$ cat config.mk
export PLATFORM = sky130hd
export DESIGN_NAME = pipeline_hazard_controller_flat
export DESIGN_NICKNAME = d
export VERILOG_FILES = /design/src/rtl/pipeline_hazard_controller_pkg.sv /design/src/rtl/pipeline_hazard_controller_if.sv /design/src/rtl/pipeline_hazard_controller_load_use_detector.sv /design/src/rtl/pipeline_hazard_controller.sv /design/src/flat_wrapper.sv
export SDC_FILE = /design/constraint.sdc
export NUM_CORES = 1
export LEC_CHECK = 0
export BUFFER_PORTS_ARGS = -buffer_cell sky130_fd_sc_hd__buf_2
export CORE_MARGIN = 4
export CORE_UTILIZATION = 45
export DETAILED_ROUTE_END_ITERATION = 6
export GPL_ROUTABILITY_DRIVEN = 1
export PLACE_DENSITY = 0.74
export SKIP_LAST_GASP = 1
export SLEW_MARGIN = 15
export SYNTH_ARGS = -nofsm -noshare
export SYNTH_HDL_FRONTEND = slang
export SYNTH_SLANG_ARGS = --single-unit
$ cat constraint.sdc
create_clock -name clk -period 1.6 [get_ports clk]
set_input_delay 0 -clock clk [delete_from_list [all_inputs] [get_ports clk]]
set_output_delay 0 -clock clk [all_outputs]
set_load 0.05 [all_outputs]
$ cat src/rtl/pipeline_hazard_controller_pkg.sv
// Shared definitions for the pipeline hazard controller: FSM encoding and
// the memory-wait timeout limit.
package pipeline_hazard_controller_pkg;

  typedef enum logic [1:0] {
    RUN      = 2'd0,
    MEM_WAIT = 2'd1,
    REDIRECT = 2'd2
  } hazard_state_t;

  localparam logic [7:0] WAIT_LIMIT = 8'd255;

  function automatic logic [7:0] sat_inc(input logic [7:0] value);
    return (value == WAIT_LIMIT) ? value : value + 8'd1;
  endfunction

endpackage

$ cat src/rtl/pipeline_hazard_controller_if.sv
// Pipeline-side signal bundle of the hazard controller.
// stallCount exists only when HAZARD_PERF_CNT_EN is defined.
interface pipeline_hazard_controller_if;
  logic [4:0]  idLHSRegisterIndex;
  logic [4:0]  idRHSRegisterIndex;
  logic [4:0]  exWriteRegisterIndex;
  logic        exMemRead;
  logic        exRedirect;
  logic        memBusy;
  logic        pcHold;
  logic        ifIdHold;
  logic        idExHold;
  logic        exMemHold;
  logic        ifIdFlush;
  logic        idExFlush;
  logic        memTimeout;
`ifdef HAZARD_PERF_CNT_EN
  logic [31:0] stallCount;
`endif

  modport master (
    output idLHSRegisterIndex, idRHSRegisterIndex, exWriteRegisterIndex,
    output exMemRead, exRedirect, memBusy,
    input  pcHold, ifIdHold, idExHold, exMemHold, ifIdFlush, idExFlush, memTimeout
`ifdef HAZARD_PERF_CNT_EN
    , input stallCount
`endif
  );

  modport slave (
    input  idLHSRegisterIndex, idRHSRegisterIndex, exWriteRegisterIndex,
    input  exMemRead, exRedirect, memBusy,
    output pcHold, ifIdHold, idExHold, exMemHold, ifIdFlush, idExFlush, memTimeout
`ifdef HAZARD_PERF_CNT_EN
    , output stallCount
`endif
  );
endinterface

$ cat src/rtl/pipeline_hazard_controller_load_use_detector.sv
// Flags an ID instruction that reads the destination of a load still in EX.
// Writes to x0 never create a dependency.
module load_use_detector (
  input  logic       ex_mem_read,
  input  logic [4:0] ex_rd,
  input  logic [4:0] id_rs1,
  input  logic [4:0] id_rs2,
  output logic       load_use
);
  assign load_use = ex_mem_read && (ex_rd != 5'd0) &&
                    ((ex_rd == id_rs1) || (ex_rd == id_rs2));
endmodule

$ cat src/rtl/pipeline_hazard_controller.sv
// Stall/flush sequencing for the in-order pipeline: load-use, redirects and
// data-memory waits. Stall counter built only with HAZARD_PERF_CNT_EN.
//
// state    | meaning
// RUN      | normal flow; resolves load-use and redirects
// MEM_WAIT | data memory busy; pipeline frozen, redirects queued
// REDIRECT | one-cycle flush of a redirect queued during a wait
module pipeline_hazard_controller
  import pipeline_hazard_controller_pkg::*;
(
  input logic                         clk,
  input logic                         rst,
  pipeline_hazard_controller_if.slave hz
);

  hazard_state_t state, state_next;
  logic          pending, pending_next;
  logic [7:0]    wait_cnt;
  logic          mem_timeout;
  logic          load_use;
  logic          pc_hold, if_id_hold, id_ex_hold, ex_mem_hold;
  logic          if_id_flush, id_ex_flush;

  load_use_detector u_load_use_detector (
    .ex_mem_read (hz.exMemRead),
    .ex_rd       (hz.exWriteRegisterIndex),
    .id_rs1      (hz.idLHSRegisterIndex),
    .id_rs2      (hz.idRHSRegisterIndex),
    .load_use    (load_use)
  );

  always_comb begin
    state_next   = state;
    pending_next = pending;
    pc_hold      = 1'b0;
    if_id_hold   = 1'b0;
    id_ex_hold   = 1'b0;
    ex_mem_hold  = 1'b0;
    if_id_flush  = 1'b0;
    id_ex_flush  = 1'b0;

    unique case (state)
      RUN: begin
        if (hz.memBusy) begin
          {pc_hold, if_id_hold, id_ex_hold, ex_mem_hold} = 4'b1111;
          pending_next = hz.exRedirect;
          state_next   = MEM_WAIT;
        end else if (hz.exRedirect) begin
          if_id_flush = 1'b1;
          id_ex_flush = 1'b1;
        end else if (load_use) begin
          pc_hold     = 1'b1;
          if_id_hold  = 1'b1;
          id_ex_flush = 1'b1;
        end
      end
      MEM_WAIT: begin
        if (hz.exRedirect) pending_next = 1'b1;
        if (hz.memBusy) begin
          {pc_hold, if_id_hold, id_ex_hold, ex_mem_hold} = 4'b1111;
        end else begin
          state_next = pending_next ? REDIRECT : RUN;
        end
      end
      REDIRECT: begin
        if (hz.memBusy) begin
          {pc_hold, if_id_hold, id_ex_hold, ex_mem_hold} = 4'b1111;
          state_next = MEM_WAIT;
        end else begin
          if_id_flush  = 1'b1;
          id_ex_flush  = 1'b1;
          pending_next = 1'b0;
          state_next   = RUN;
        end
      end
      default: state_next = RUN;
    endcase

    // Reset flushes both barriers so the pipeline restarts on NOPs.
    if (rst) begin
      {pc_hold, if_id_hold, id_ex_hold, ex_mem_hold} = 4'b0000;
      if_id_flush  = 1'b1;
      id_ex_flush  = 1'b1;
      pending_next = 1'b0;
      state_next   = RUN;
    end
  end

  always_ff @(posedge clk) begin
    if (rst) begin
      state       <= RUN;
      pending     <= 1'b0;
      wait_cnt    <= 8'd0;
      mem_timeout <= 1'b0;
    end else begin
      state   <= state_next;
      pending <= pending_next;
      if (state != MEM_WAIT && state_next == MEM_WAIT) begin
        wait_cnt <= 8'd0;
      end else if (state == MEM_WAIT) begin
        wait_cnt <= sat_inc(wait_cnt);
      end
      // Set on the same edge that brings wait_cnt to the limit.
      if (state == MEM_WAIT && wait_cnt >= WAIT_LIMIT - 8'd1) mem_timeout <= 1'b1;
    end
  end

  assign hz.pcHold     = pc_hold;
  assign hz.ifIdHold   = if_id_hold & ~if_id_flush;
  assign hz.idExHold   = id_ex_hold & ~id_ex_flush;
  assign hz.exMemHold  = ex_mem_hold;
  assign hz.ifIdFlush  = if_id_flush;
  assign hz.idExFlush  = id_ex_flush;
  assign hz.memTimeout = mem_timeout;

`ifdef HAZARD_PERF_CNT_EN
  logic [31:0] stall_cnt;

  always_ff @(posedge clk) begin
    if (rst)          stall_cnt <= 32'd0;
    else if (pc_hold) stall_cnt <= stall_cnt + 32'd1;
  end

  assign hz.stallCount = stall_cnt;
`endif

endmodule

$ cat src/flat_wrapper.sv
// flat-port wrapper written by rule: the top's interface ports become plain ports
module pipeline_hazard_controller_flat import pipeline_hazard_controller_pkg::*;
  (clk, rst, hz_idLHSRegisterIndex, hz_idRHSRegisterIndex, hz_exWriteRegisterIndex, hz_exMemRead, hz_exRedirect, hz_memBusy, hz_pcHold, hz_ifIdHold, hz_idExHold, hz_exMemHold, hz_ifIdFlush, hz_idExFlush, hz_memTimeout);
  pipeline_hazard_controller_if hz_i ();
  input logic clk;
  input logic rst;
  input wire logic [$bits(hz_i.idLHSRegisterIndex)-1:0] hz_idLHSRegisterIndex;
  input wire logic [$bits(hz_i.idRHSRegisterIndex)-1:0] hz_idRHSRegisterIndex;
  input wire logic [$bits(hz_i.exWriteRegisterIndex)-1:0] hz_exWriteRegisterIndex;
  input wire logic [$bits(hz_i.exMemRead)-1:0] hz_exMemRead;
  input wire logic [$bits(hz_i.exRedirect)-1:0] hz_exRedirect;
  input wire logic [$bits(hz_i.memBusy)-1:0] hz_memBusy;
  output wire logic [$bits(hz_i.pcHold)-1:0] hz_pcHold;
  output wire logic [$bits(hz_i.ifIdHold)-1:0] hz_ifIdHold;
  output wire logic [$bits(hz_i.idExHold)-1:0] hz_idExHold;
  output wire logic [$bits(hz_i.exMemHold)-1:0] hz_exMemHold;
  output wire logic [$bits(hz_i.ifIdFlush)-1:0] hz_ifIdFlush;
  output wire logic [$bits(hz_i.idExFlush)-1:0] hz_idExFlush;
  output wire logic [$bits(hz_i.memTimeout)-1:0] hz_memTimeout;
  assign hz_i.idLHSRegisterIndex = hz_idLHSRegisterIndex;
  assign hz_i.idRHSRegisterIndex = hz_idRHSRegisterIndex;
  assign hz_i.exWriteRegisterIndex = hz_exWriteRegisterIndex;
  assign hz_i.exMemRead = hz_exMemRead;
  assign hz_i.exRedirect = hz_exRedirect;
  assign hz_i.memBusy = hz_memBusy;
  assign hz_pcHold = hz_i.pcHold;
  assign hz_ifIdHold = hz_i.ifIdHold;
  assign hz_idExHold = hz_i.idExHold;
  assign hz_exMemHold = hz_i.exMemHold;
  assign hz_ifIdFlush = hz_i.ifIdFlush;
  assign hz_idExFlush = hz_i.idExFlush;
  assign hz_memTimeout = hz_i.memTimeout;
  pipeline_hazard_controller u_core (.clk(clk), .rst(rst), .hz(hz_i));
endmodule
==> reports/metrics.cfg <==
[worst_setup_path]
crit_path_end_kind=primary output
arrival_ps=2020
crit_path_start_kind=register
crit_path_start=u_core.state[1]
cells_along_the_critical_path=buf_4 -> ha_4 -> a21oi_4 -> o21ai_4 -> or4_4 -> o21ai_4 -> buf_6
worst_path_most_repeated_cell=o21ai_4
crit_path_max_incr_delay_ps=550
worstPathRequired_ps=1600
worstSetupPathType=reg -> out
critical_path_cell_with_the_highest_stage_delay=or4_4
reg2reg_from=u_core.state[1]
worstPathMaxFanout=3
timing.critical_path.buf_inv=2
timing.critical_path.max_delay_family=simple AND/OR/NAND/NOR gates

[global_routing]
gr-usage-all-layers=0.2195
grt.met2_usage=0.4174
globalRoute.busiestLayer=met2
gr-total-overflow=0
first_pass_grt_wire_length_um=4450
grt_pass1_vias=1070
met3_usage=0.04558
global_route.usage.met1=0.2180
antenna_found_initial=0
grt_max_degree=10

[run_status]
status=complete, but fails checks
failed_checks=setup timing

[sta]
hold_ws_ps=92.00
slew_viol_final=0
rsz0062_at_grt=true
share_of_the_cycle_needed_by_the_critical_path_after_routing=1.266
final_hold_viol_count=0
final.setup.worst_slack_ps=-425.0
finalWorstPathRequiredPeriod_ps=2025
fin_worst_skew_ps=5.760
worst_slew_margin_rel=0.5358
max_freq_mhz=493.8
worst_slew_pin_slew_ps=696.3
setup_violations=3

[drt]
wirelength_um=2752
drc_violation_count_after_routing=0
ant_nets=0
detailroute.via_count=1042
drt-pass1-iter-count=4
post_drt_via_cell_ratio=5.663
wl_per_cell_um=14.96
first_iter_violations=27

[floorplan]
design.die.area_sq_um=2765
start_util=0.4965
io-pin-count=27
die_h_um=52.59
die-width_um=52.59
fp.coreArea_sq_um=1802
rows=15

[placed_design]
postPlaceCellArea_sq_um=1289
dp_hpwl_um=1837
place.gp.congestion=0.8058
port_buffers=26
dp_slack_ps=-224.9

[power_and_ir_drop]
areal_power_density_over_the_cells_nw_per_um2=667.4
power.ir.vdd_worst_mv=0.6071
leakagePower_uw=0.0006420

[cells_and_area]
layout.cells.most_common_list=23 x buf_2, 20 x buf_4, 12 x xor2_1, 10 x dfxtp_1
syn2layout_area_growth_pct=67.69
nNetsFinal=186
multi_input_area_sq_um=794.5
finalCoreUtilization=0.8326
layout.cells.most_common=buf_2
layout.filler_cells=107
final_design_area_no_fill_sq_um=1500
layout.area.seq_sq_um=245.2
antenna-diode-count=0
fraction_of_final_layout_cells_with_drive_strength_greater_than_1=0.5597

[synth]
synth_top_family_by_area=compound AO/OA/AOI/OAI gates
synth_area_per_cell_sq_um=8.440
synth_compound_gate_area_share=0.2545
synthesis.nets=132
synth_fa_ha_area_frac=0.08392
synth-xor-area-share=0.1273
yosysSeqAreaShare=0.2685
synth_simple_gate_area_share=0.1958
synth_area_sq_um=894.6
yosysUniqueCellTypes=34
postSynthCellCount=106
muxShareOfSynthArea=0.01119
ys.warnings.count=0
ys_seq_elements=12

[clocking]
tritoncts=built
cts.reportedPaths.clkPinSlew_ps=90
cts_max_level=1
cts_buffers=3
latest_clock_arrival_within_the_worst_skew_pair_ps=290
cts_sinks=12
clock_tree.root_cell=clkbuf_4
cts_max_path_buffers=2

[flow_run]
cap_violations=0

[worst_hold_path]
hold_path_class=in -> reg
min-delay-start=rst

timing repair:
action | 4_1_cts | 5_1_grt
gates cloned | 0 | 0
pin swaps | 10 | 9
setup endpoints to repair | 11 | 12
hold endpoints to repair | 2 | 0
setup buffers | 6 | 2
hold buffers | 1 | 0
resized for setup | 19 | 15
routing by layer:
layer  wire (um)  part of all wire
met1        1108              0.40
met2        1391              0.51
met3         166             0.060
met4          85             0.031
met5           0                 0
worst paths after layout:
| kind | end | slack [ps] | depth (start not counted) |
|---|---|---|---|
| worst min register to register | u_core.hz.memTimeout | 490 | 2 |
| worst min-delay path | u_core.state[0] | 90 | 3 |
| worst max register to register | u_core.wait_cnt[7] | -30 | 8 |
| worst max-delay path | hz_ifIdHold | -420 | 7 |
cell usage after synthesis:
master / number / share of area
a21oi_1: 4 / 0.022
a211oi_1: 1 / 0.0084
ha_1: 6 / 0.084
o211ai_1: 1 / 0.0084
nand4_1: 1 / 0.0070
or4_1: 2 / 0.017
xnor2_1: 1 / 0.0098
and2_1: 1 / 0.0070
a21o_1: 3 / 0.025
buf_4: 1 / 0.0084
o2111ai_1: 3 / 0.029
and4_1: 2 / 0.020
nor3b_1: 2 / 0.017
nand2_1: 3 / 0.013
o41ai_4: 1 / 0.031
a21boi_2: 1 / 0.013
xor2_1: 12 / 0.12
dfxtp_1: 12 / 0.27
nand3_1: 3 / 0.017
nor2_1: 11 / 0.046
a21boi_0: 1 / 0.0084
o21ai_0: 3 / 0.017
a22oi_1: 1 / 0.0084
and3_1: 2 / 0.014
a31oi_1: 2 / 0.014
buf_6: 1 / 0.013
o21ai_1: 3 / 0.017
inv_1: 9 / 0.038
mux2i_1: 1 / 0.011
o31a_1: 1 / 0.0098
nor3_1: 7 / 0.039
a211oi_2: 1 / 0.014
o21ai_2: 1 / 0.0098
o41ai_1: 2 / 0.020
where the power goes:
group | internal, uW | switching, uW
registers | 311 | 14.4
clock network | 139 | 119
logic | 200 | 219
per-stage QoR:
stage	setup TNS [ps]	std cells	total power [uW]
global placement	-492.9	174	663.2
global route	-1351	184	1052
finish	-708.8	184	1001
CTS	-580.1	184	981.5
floorplan	-290.9	106	546.4
detailed placement	-809.6	174	674.7
cell type report:
type	instances	share of cell area
timing repair buffer	51	0.2360
sequential	12	0.1635
multi-input combinational	83	0.5296
clock buffer	4	0.02419
tap	25	0.02085
inverter	9	0.02585
cells by family (layout without fill, tap and decap cells):
kind of cell,after synthesis,in the layout
and+or+nand+nor,34,34
AOI/OAI and AO/OA,29,29
xor gates and xnor gates,13,13
adders and majority gates,6,6
muxes,1,1
buffers and inverters,11,64
DFF,12,12
worst reg2reg max path: cells and delay by family, from the launching register on:
kind,cells,cell delay [ps]
DFF,1,340
and+or+nand+nor,2,400
adders and majority gates,1,150
xor gates and xnor gates,1,200
AOI/OAI and AO/OA,1,130
buffers and inverters,3,320
flip-flops by register name (all words and copies together) (netlist names):
signal                cells
u_core.pending            1
u_core.hz.memTimeout      1
u_core.wait_cnt           8
u_core.state              2
Power figures use the tool's default switching activity.
